$ cat src/rtl/sram_write_arbiter_pkg.sv
// Shared SRAM write-channel definitions: widths, arbiter state and grant encodings.
// Used by the write arbiter, the SRAM controller and the SystemACE bridge.
package sram_write_arbiter_pkg;

    localparam int SRAM_AW = 21;
    localparam int SRAM_DW = 32;
    localparam int STAT_W  = 16;

    typedef enum logic [2:0] {
        ARB_IDLE = 3'b001,
        ARB_G0   = 3'b010,
        ARB_G1   = 3'b100
    } arb_state_t;

    localparam logic [1:0] GRANT_NONE = 2'b00;
    localparam logic [1:0] GRANT_0    = 2'b01;
    localparam logic [1:0] GRANT_1    = 2'b10;

    function automatic logic [1:0] grant_of(input arb_state_t s);
        case (s)
            ARB_G0:  return GRANT_0;
            ARB_G1:  return GRANT_1;
            default: return GRANT_NONE;
        endcase
    endfunction

endpackage

$ cat src/rtl/sram_arb_stat_counter.sv
// Saturating accepted-write counter with synchronous clear; clear beats increment.
module sram_arb_stat_counter
    import sram_write_arbiter_pkg::*;
(
    input  logic              CLK80,
    input  logic              RST,
    input  logic              clear_i,
    input  logic              inc_i,
    output logic [STAT_W-1:0] count_o
);

    localparam logic [STAT_W-1:0] COUNT_MAX = '1;
    localparam logic [STAT_W-1:0] COUNT_ONE = STAT_W'(1);

    logic [STAT_W-1:0] count_q;

    always_ff @(posedge CLK80 or negedge RST) begin
        if (!RST) begin
            count_q <= '0;
        end else if (clear_i) begin
            count_q <= '0;
        end else if (inc_i && (count_q != COUNT_MAX)) begin
            count_q <= count_q + COUNT_ONE;
        end
    end

    assign count_o = count_q;

endmodule

$ cat src/rtl/sram_write_arbiter.sv
// Round-robin, burst-based arbiter sharing the SRAM write port between two requesters,
// with idle-timeout release and a per-requester lock. Data path is a zero-latency mux.
module sram_write_arbiter
    import sram_write_arbiter_pkg::*;
#(
    parameter int BURST_LEN    = 64,
    parameter int IDLE_TIMEOUT = 4
)
(
    input  logic               CLK80,
    input  logic               RST,
    input  logic [SRAM_AW-1:0] req0_address,
    input  logic [SRAM_DW-1:0] req0_data,
    input  logic               req0_we,
    input  logic               req0_lock,
    output logic               req0_full,
    input  logic [SRAM_AW-1:0] req1_address,
    input  logic [SRAM_DW-1:0] req1_data,
    input  logic               req1_we,
    input  logic               req1_lock,
    output logic               req1_full,
    output logic [SRAM_AW-1:0] data_w_address,
    output logic [SRAM_DW-1:0] data_w,
    output logic               data_w_we,
    input  logic               data_w_full,
    output logic [1:0]         grant,
    input  logic               stats_clear,
    output logic [STAT_W-1:0]  wr_count0,
    output logic [STAT_W-1:0]  wr_count1
);

    localparam int BW = $clog2(BURST_LEN);
    localparam int IW = $clog2(IDLE_TIMEOUT + 1);
    localparam logic [BW-1:0] BURST_MAX = BW'(BURST_LEN - 1);
    localparam logic [BW-1:0] BURST_ONE = BW'(1);
    localparam logic [IW-1:0] IDLE_MAX  = IW'(IDLE_TIMEOUT - 1);
    localparam logic [IW-1:0] IDLE_ONE  = IW'(1);

    arb_state_t    state_q;
    logic          last_owner_q;
    logic [BW-1:0] burst_q;
    logic [IW-1:0] idle_q;

    logic own_idx;
    logic own_we;
    logic own_lock;
    logic other_we;
    logic granted;
    logic accept;
    logic rel_now;

    always_comb begin
        own_we         = 1'b0;
        own_lock       = 1'b0;
        other_we       = 1'b0;
        data_w_address = '0;
        data_w         = '0;
        data_w_we      = 1'b0;
        req0_full      = 1'b1;
        req1_full      = 1'b1;
        case (state_q)
            ARB_G0: begin
                own_we         = req0_we;
                own_lock       = req0_lock;
                other_we       = req1_we;
                data_w_address = req0_address;
                data_w         = req0_data;
                data_w_we      = req0_we;
                req0_full      = data_w_full;
            end
            ARB_G1: begin
                own_we         = req1_we;
                own_lock       = req1_lock;
                other_we       = req0_we;
                data_w_address = req1_address;
                data_w         = req1_data;
                data_w_we      = req1_we;
                req1_full      = data_w_full;
            end
            default: ;
        endcase
    end

    assign own_idx = (state_q == ARB_G1);
    assign granted = (state_q == ARB_G0) || (state_q == ARB_G1);
    assign accept  = data_w_we && !data_w_full;
    // Counters saturate at their limit, so an equality test also covers counts that
    // ran past the limit while the owner held its lock.
    assign rel_now = granted && !own_lock &&
                     ((accept && (burst_q == BURST_MAX)) || (!own_we && (idle_q == IDLE_MAX)));
    assign grant   = grant_of(state_q);

    always_ff @(posedge CLK80 or negedge RST) begin
        if (!RST) begin
            state_q      <= ARB_IDLE;
            last_owner_q <= 1'b1;
            burst_q      <= '0;
            idle_q       <= '0;
        end else begin
            case (state_q)
                ARB_IDLE: begin
                    burst_q <= '0;
                    idle_q  <= '0;
                    if (req0_we && (!req1_we || last_owner_q)) begin
                        state_q <= ARB_G0;
                    end else if (req1_we) begin
                        state_q <= ARB_G1;
                    end
                end
                ARB_G0, ARB_G1: begin
                    if (rel_now) begin
                        last_owner_q <= own_idx;
                        burst_q      <= '0;
                        idle_q       <= '0;
                        if (other_we) begin
                            state_q <= own_idx ? ARB_G0 : ARB_G1;
                        end else if (!own_we) begin
                            state_q <= ARB_IDLE;
                        end
                    end else begin
                        if (accept && (burst_q != BURST_MAX)) begin
                            burst_q <= burst_q + BURST_ONE;
                        end
                        if (own_we) begin
                            idle_q <= '0;
                        end else if (idle_q != IDLE_MAX) begin
                            idle_q <= idle_q + IDLE_ONE;
                        end
                    end
                end
                default: state_q <= ARB_IDLE;
            endcase
        end
    end

    sram_arb_stat_counter u_count0 (
        .CLK80   (CLK80),
        .RST     (RST),
        .clear_i (stats_clear),
        .inc_i   (accept && !own_idx),
        .count_o (wr_count0)
    );

    sram_arb_stat_counter u_count1 (
        .CLK80   (CLK80),
        .RST     (RST),
        .clear_i (stats_clear),
        .inc_i   (accept && own_idx),
        .count_o (wr_count1)
    );

endmodule

$ cat config.mk
export PLATFORM = sky130hd
export DESIGN_NAME = sram_write_arbiter
export DESIGN_NICKNAME = d
export VERILOG_FILES = /design/src/rtl/sram_write_arbiter_pkg.sv /design/src/rtl/sram_arb_stat_counter.sv /design/src/rtl/sram_write_arbiter.sv
export SDC_FILE = /design/constraint.sdc
export NUM_CORES = 1
export LEC_CHECK = 0
export CAP_MARGIN = 10
export CORE_AREA = 4 4 123 90
export CTS_CLUSTER_DIAMETER = 200
export DETAILED_ROUTE_END_ITERATION = 6
export DIE_AREA = 0 0 127 94
export GPL_TIMING_DRIVEN = 0
export PLACE_DENSITY = 0.78
export SLEW_MARGIN = 20
export SYNTH_ARGS = -nofsm -noshare
export SYNTH_HDL_FRONTEND = slang
export SYNTH_SLANG_ARGS = --single-unit
export TNS_END_PERCENT = 1
$ cat constraint.sdc
create_clock -name CLK80 -period 1.8 [get_ports CLK80]
set_clock_uncertainty 0.1 [all_clocks]
set_input_delay 0.27 -clock CLK80 [delete_from_list [all_inputs] [get_ports CLK80]]
set_output_delay 0.27 -clock CLK80 [all_outputs]
set_load 0.01 [all_outputs]
# After elaboration in Yosys (flattened, before gate mapping)
# Index checks and enable logic that the tools add are counted.
[op_classes]
add_sub_neg = 4
n_eq_ne = 14
muxes = 26
n_reduce_logical = 27
[op_table]
columns = ["cell", "n"]
rows = [
  ["$mux W16", 4],
  ["$pmux W32 S2", 1],
  ["$pmux W21 S2", 1],
  ["$add A16 B1 Y16 const B", 2],
  ["$ne A16 B16 Y1 const B", 2],
  ["$mux W3", 9],
  ["$mux W6", 2],
  ["$pmux W3 S2", 2],
  ["$pmux W6 S2", 1],
  ["$logic_and A1 B1 Y1", 11],
  ["$ne A3 B3 Y1 const B", 3],
  ["$add A6 B1 Y6 const B", 1],
  ["$eq A3 B2 Y1 const B", 2],
  ["$eq A6 B6 Y1 const B", 1],
  ["$ne A6 B6 Y1 const B", 1],
  ["$pmux W1 S2", 3],
  ["$reduce_and A2 Y1", 3],
  ["$reduce_bool A2 Y1", 3],
  ["$logic_not A1 Y1", 5],
  ["$ne A4 B4 Y1 const B", 1],
  ["$pmux W2 S2", 1],
  ["$add A3 B1 Y3 const B", 1],
  ["$eq A3 B1 Y1 const B", 1],
  ["$eq A3 B3 Y1 const B", 1],
  ["6 further kinds", 9],
]
[totals]
reg_bits = 45
inputBits = 114

# Logic depth before layout (Yosys ltp)
[depth]
depth_word = 8
mapped_depth = 7
depth_no_buf = 7

# Cells and area by module
# A second synthesis with hierarchy kept.
[unflattened]
cells_unflattened = 365
hier_area_um2 = 3404.5
[by_module_without_submodules]
columns = ["mod", "instances", "cells_each", "area_each_um2", "seq_area_each_um2"]
rows = [
  ["sram_arb_stat_counter", 2, 98, 942.2, 400.4],
  ["sram_write_arbiter", 1, 169, 1520.2, 327.8],
]

# Least setup slack after synthesis
# Ideal clock, no wire load.
[synth_timing]
path_type = "reg-to-reg"
start = "register u_count0.count_q[0], in the netlist u_count0.count_o[0]"
end = "register u_count0.count_q[2], in the netlist u_count0.count_o[2]"
setup_ps = 132
arrival_ps = 1815
required_ps = 1568
slack_ps = -247
path_stages_with_launch = 8
cell_sequence = "dfrtp_1 ha_1 nand2_1 or4_1 buf_2 o211ai_1 xor2_1 nor2_1"
[synth_between]
elab_chain_len = 3
elab_cells_between_ends = 6
[synth_rtl]
columns = ["item", "line", "text"]
rows = [
  ["from (decl)", "sram_arb_stat_counter.sv:15", "logic [STAT_W-1:0] count_q;"],
  ["from (signal assigned)", "sram_arb_stat_counter.sv:23", "count_q <= count_q + COUNT_ONE;"],
  ["$add A16 B1 Y16 or $ne A16 B16 Y1 (tied branches)", "sram_arb_stat_counter.sv:23, sram_arb_stat_counter.sv:22", ""],
  ["$mux W16 or $logic_and A1 B1 Y1 (tied branches)", "sram_arb_stat_counter.sv:22", "end else if (inc_i && (count_q != COUNT_MAX)) begin"],
  ["$mux W16 or $reduce_bool A2 Y1 (tied branches)", "--", ""],
]
# Several ways; a longest one is shown, not always the timed one. The select of a mux whose other input is x is not followed.
# A chain may end at the register's enable or synchronous reset.

# Worst setup path in the final report
[layout_timing]
start = "register state_q[2]"
end = "output port data_w[22]"
[layout_between]
elab_chain_len = 2
elab_cells_between_ends = 3
[layout_rtl]
columns = ["item", "line", "text"]
rows = [
  ["from (decl)", "sram_write_arbiter.sv:39", "arb_state_t state_q;"],
  ["from (signal assigned)", "sram_write_arbiter.sv:116", "state_q <= own_idx ? ARB_G0 : ARB_G1;"],
  ["$eq A3 B3 Y1 or $eq A3 B2 Y1 (tied branches)", "sram_write_arbiter.sv:61", "case (state_q)"],
  ["$pmux W32 S2 *", "sram_write_arbiter.sv:61", ""],
  ["to (decl)", "sram_write_arbiter.sv:23", "output logic [SRAM_DW-1:0] data_w,"],
]
# Every way passes the cells marked *; elsewhere a longest branch is shown, timed or not.

==> results.sh <==
export IMPL_yosys_warnings=0
export IMPL_vias=3729
export IMPL_cts_tree="done"
export IMPL_postLayoutCoreUtil_pct=58.1
export IMPL_stdcell_area_sq_um=5820
export IMPL_io_pins=204
export IMPL_rsz0062_at_grt="true"
export IMPL_p_per_area_nw_per_um2=798
export IMPL_rows=31
export IMPL_hold_violations=0
export IMPL_min_period_ns=2.18
export IMPL_drc=0
export IMPL_syn_num_nets=465
export IMPL_port_buffers=202
export IMPL_synthFlopType="dfrtp_1"
export IMPL_hold_ws_ns=0.362
export IMPL_cp_max_fo=6
export IMPL_fin_ws_ns=-0.377
export IMPL_netlist_instances=346
export IMPL_crit_required_ns=1.43
export IMPL_ys_async_sr_fraction_pct=100
export IMPL_cellLeakagePower_nw=2.56
export IMPL_routed_wl_mm=13.3
export IMPL_clock_latency_ns=0.29
export IMPL_grt_max_degree=27
export IMPL_dieWidth_um=127
export IMPL_gr_usage_all_layers_pct=20.6
export IMPL_drive_gt1_share_pct=26.5
export IMPL_hold_path_class="input port to flop"
export IMPL_cp_start_kind="flop"
export IMPL_cts_root_buf="clkbuf_16"
export IMPL_fin_crit_sh_pct=121
export IMPL_cts_sinks=45
export IMPL_dp_hpwl_mm=10.4
export IMPL_initial_core_util_pct=31.7
export IMPL_n_fill_cell=895
export IMPL_die_area_sq_um=11900
export IMPL_wl_per_cell_um=18.8
export IMPL_cpPeakStageDelay_ns=0.44
export IMPL_cts_buffers=5
export IMPL_core_sq_um=10000
export IMPL_gp_congestion=0.895
export IMPL_dr_first_iter_drc_count=147
export IMPL_grt_ovfl_total=0
export IMPL_grt_pass1_vias=3674
export IMPL_synth_edf_count=0
export IMPL_slowest_stage="dfrtp_2"
export IMPL_vdd_ir_drop_max_v=0.000544
export IMPL_nNetsFinal=695
export IMPL_clk_pin_slew_ns=0.07
export IMPL_h_tree_depth=2
export IMPL_violations="setup timing"
export IMPL_critPathTopFamily="buffers and inverters"
export IMPL_grt_antenna_before_repair=1
export IMPL_slew_headroom_pct=51.3
export IMPL_synth_seq_cells=45
export IMPL_slew_violations=0
export IMPL_fin_tns_setup_ns=-20.98
export IMPL_fmax_mhz=459
export IMPL_die_h_um=94
export IMPL_syn_avg_cell_area_sq_um=9.17
export IMPL_cts_buffer_depth=2
export IMPL_cp_end_kind="output port"
export IMPL_maxCapViolations=0
export IMPL_place_area_sq_um=5390
export IMPL_grt_pass1_wl_mm=19.7
export IMPL_report_power_total_mw=4.64
export IMPL_outcome="finished with violations"
export IMPL_first_pass_iters=4
export IMPL_ant_nets=0
export IMPL_cp_num_buf_inv=5
export IMPL_timing_critical_path_mode_cell="buf_8"
export IMPL_seq_area_frac_synth_pct=35.6
export IMPL_ys_types=56
export IMPL_critPathKind="flop to output port"
export IMPL_worstMarginPinSlew_ns=0.723
export IMPL_area_growth_pct=83.4
export IMPL_finalSetupViolations=91
export IMPL_viasPerCell=5.25
export IMPL_syn_area_sq_um=3170
export IMPL_crit_chain="buf_6, nor3b_4, buf_12, buf_8, buf_8, a22o_1, buf_2"
export IMPL_crit_arrival_ns=1.81
## synth_stat cells, drive strengths merged (7+ instances only)
master,n,area [sq um]
nor3b,7,52.6
dfrtp,43,1080
clkbuf,17,63.8
a22o,54,473
nor2,42,158
a21oi,11,55.1
o21ai,11,55.1
nand4,7,43.8
xor2,18,158
and3,9,56.3
nor3,7,46.3
nand3,17,90.1
nand2,15,56.3
## timing repair
| action | 4_1_cts | 5_1_grt |
|---|---|---|
| pin swaps | 46 | 20 |
| endpoints found under the hold margin | 19 | 0 |
| endpoints found under the setup margin | 99 | 102 |
| gates resized for setup | 298 | 36 |
| hold buffers | 1 | 0 |
| gates cloned | 2 | 1 |
| buffers inserted | 10 | 9 |
## power by group
part           switching [mW]  internal [mW]
registers              0.0680           1.09
logic                    1.16           1.27
clock network           0.399          0.664
## registers in the layout (all words and copies together), names as in the netlist
signal,flops
u_count1.count_o,16
last_owner_q,1
state_q,3
burst_q,6
u_count0.count_o,16
idle_q,3
## tightest hold or removal path: cells and delay by family
kind	cells	cell delay [ns]
buffers and inverters	1	0.18
muxes	1	0.14
and+or+nand+nor	1	0.13
## cells in the final DEF, fill, tap and decap left out, drive strengths merged, types with 9 or more instances in the layout
cell type	netlist	final
clkbuf	17	16
nand2	15	15
dfrtp	43	43
a21oi	11	11
o21ai	11	11
nor2	42	42
clkdlybuf4s50	0	141
and3	9	9
buf	6	91
a22o	54	54
nand3	17	17
xor2	18	18
## stage by stage
stage	setup WS, ns	std cells
global placement	-1.04	680
global route	-0.441	710
finish	-0.377	710
CTS	-0.379	701
detailed placement	-1.00	681
floorplan	-0.196	346
## final timing paths
| kind | from | end | slack, ns | depth (start not counted) |
|---|---|---|---|---|
| max | state_q[2] | data_w[22] | -0.38 | 7 |
| min | stats_clear | u_count1.count_o[5] | 0.36 | 3 |
| max reg2reg | state_q[1] | state_q[2] | -0.29 | 6 |
| min reg2reg | idle_q[2] | idle_q[2] | 0.40 | 1 |
| max in group asynchronous | RST | last_owner_q | 0.63 | 3 |
| min in group asynchronous | RST | u_count0.count_o[2] | 0.38 | 2 |
## logic make-up (layout without fill, tap and decap cells)
logic type                 after synthesis  in the layout  share of synthesized area, %
AOI/OAI and AO/OA                      102            102                          25.7
xor gates and xnor gates                22             22                          6.07
adders and majority gates                5              5                          1.97
buffers and inverters                   29            260                          4.06
DFF                                     45             45                          35.6
muxes                                    9              9                          3.08
other                                    0              1                             0
and+or+nand+nor                        134            134                          23.6
## cell type report
type | count | area [sq um] | area share [%]
repair buffers | 226 | 1990 | 34.2
diodes | 1 | 2.50 | 0.0430
clock inverters | 3 | 48.8 | 0.839
plain buffers | 20 | 209 | 3.59
inverters | 6 | 22.5 | 0.387
multi-input cells | 272 | 2120 | 36.4
flip-flops and latches | 45 | 1140 | 19.5
clock buffers | 5 | 125 | 2.15
well taps | 132 | 165 | 2.84
## layer usage
metal | vias to the layer above | wire length (um) | GRT usage [%]
met5 | - | 0 | 0
met4 | 0 | 291 | 5.63
met3 | 28 | 630 | 4.15
met2 | 118 | 6920 | 35.1
met1 | 1799 | 5490 | 26.6
li1 | 1784 | - | -
No activity file was read; power rests on OpenSTA's default activity.
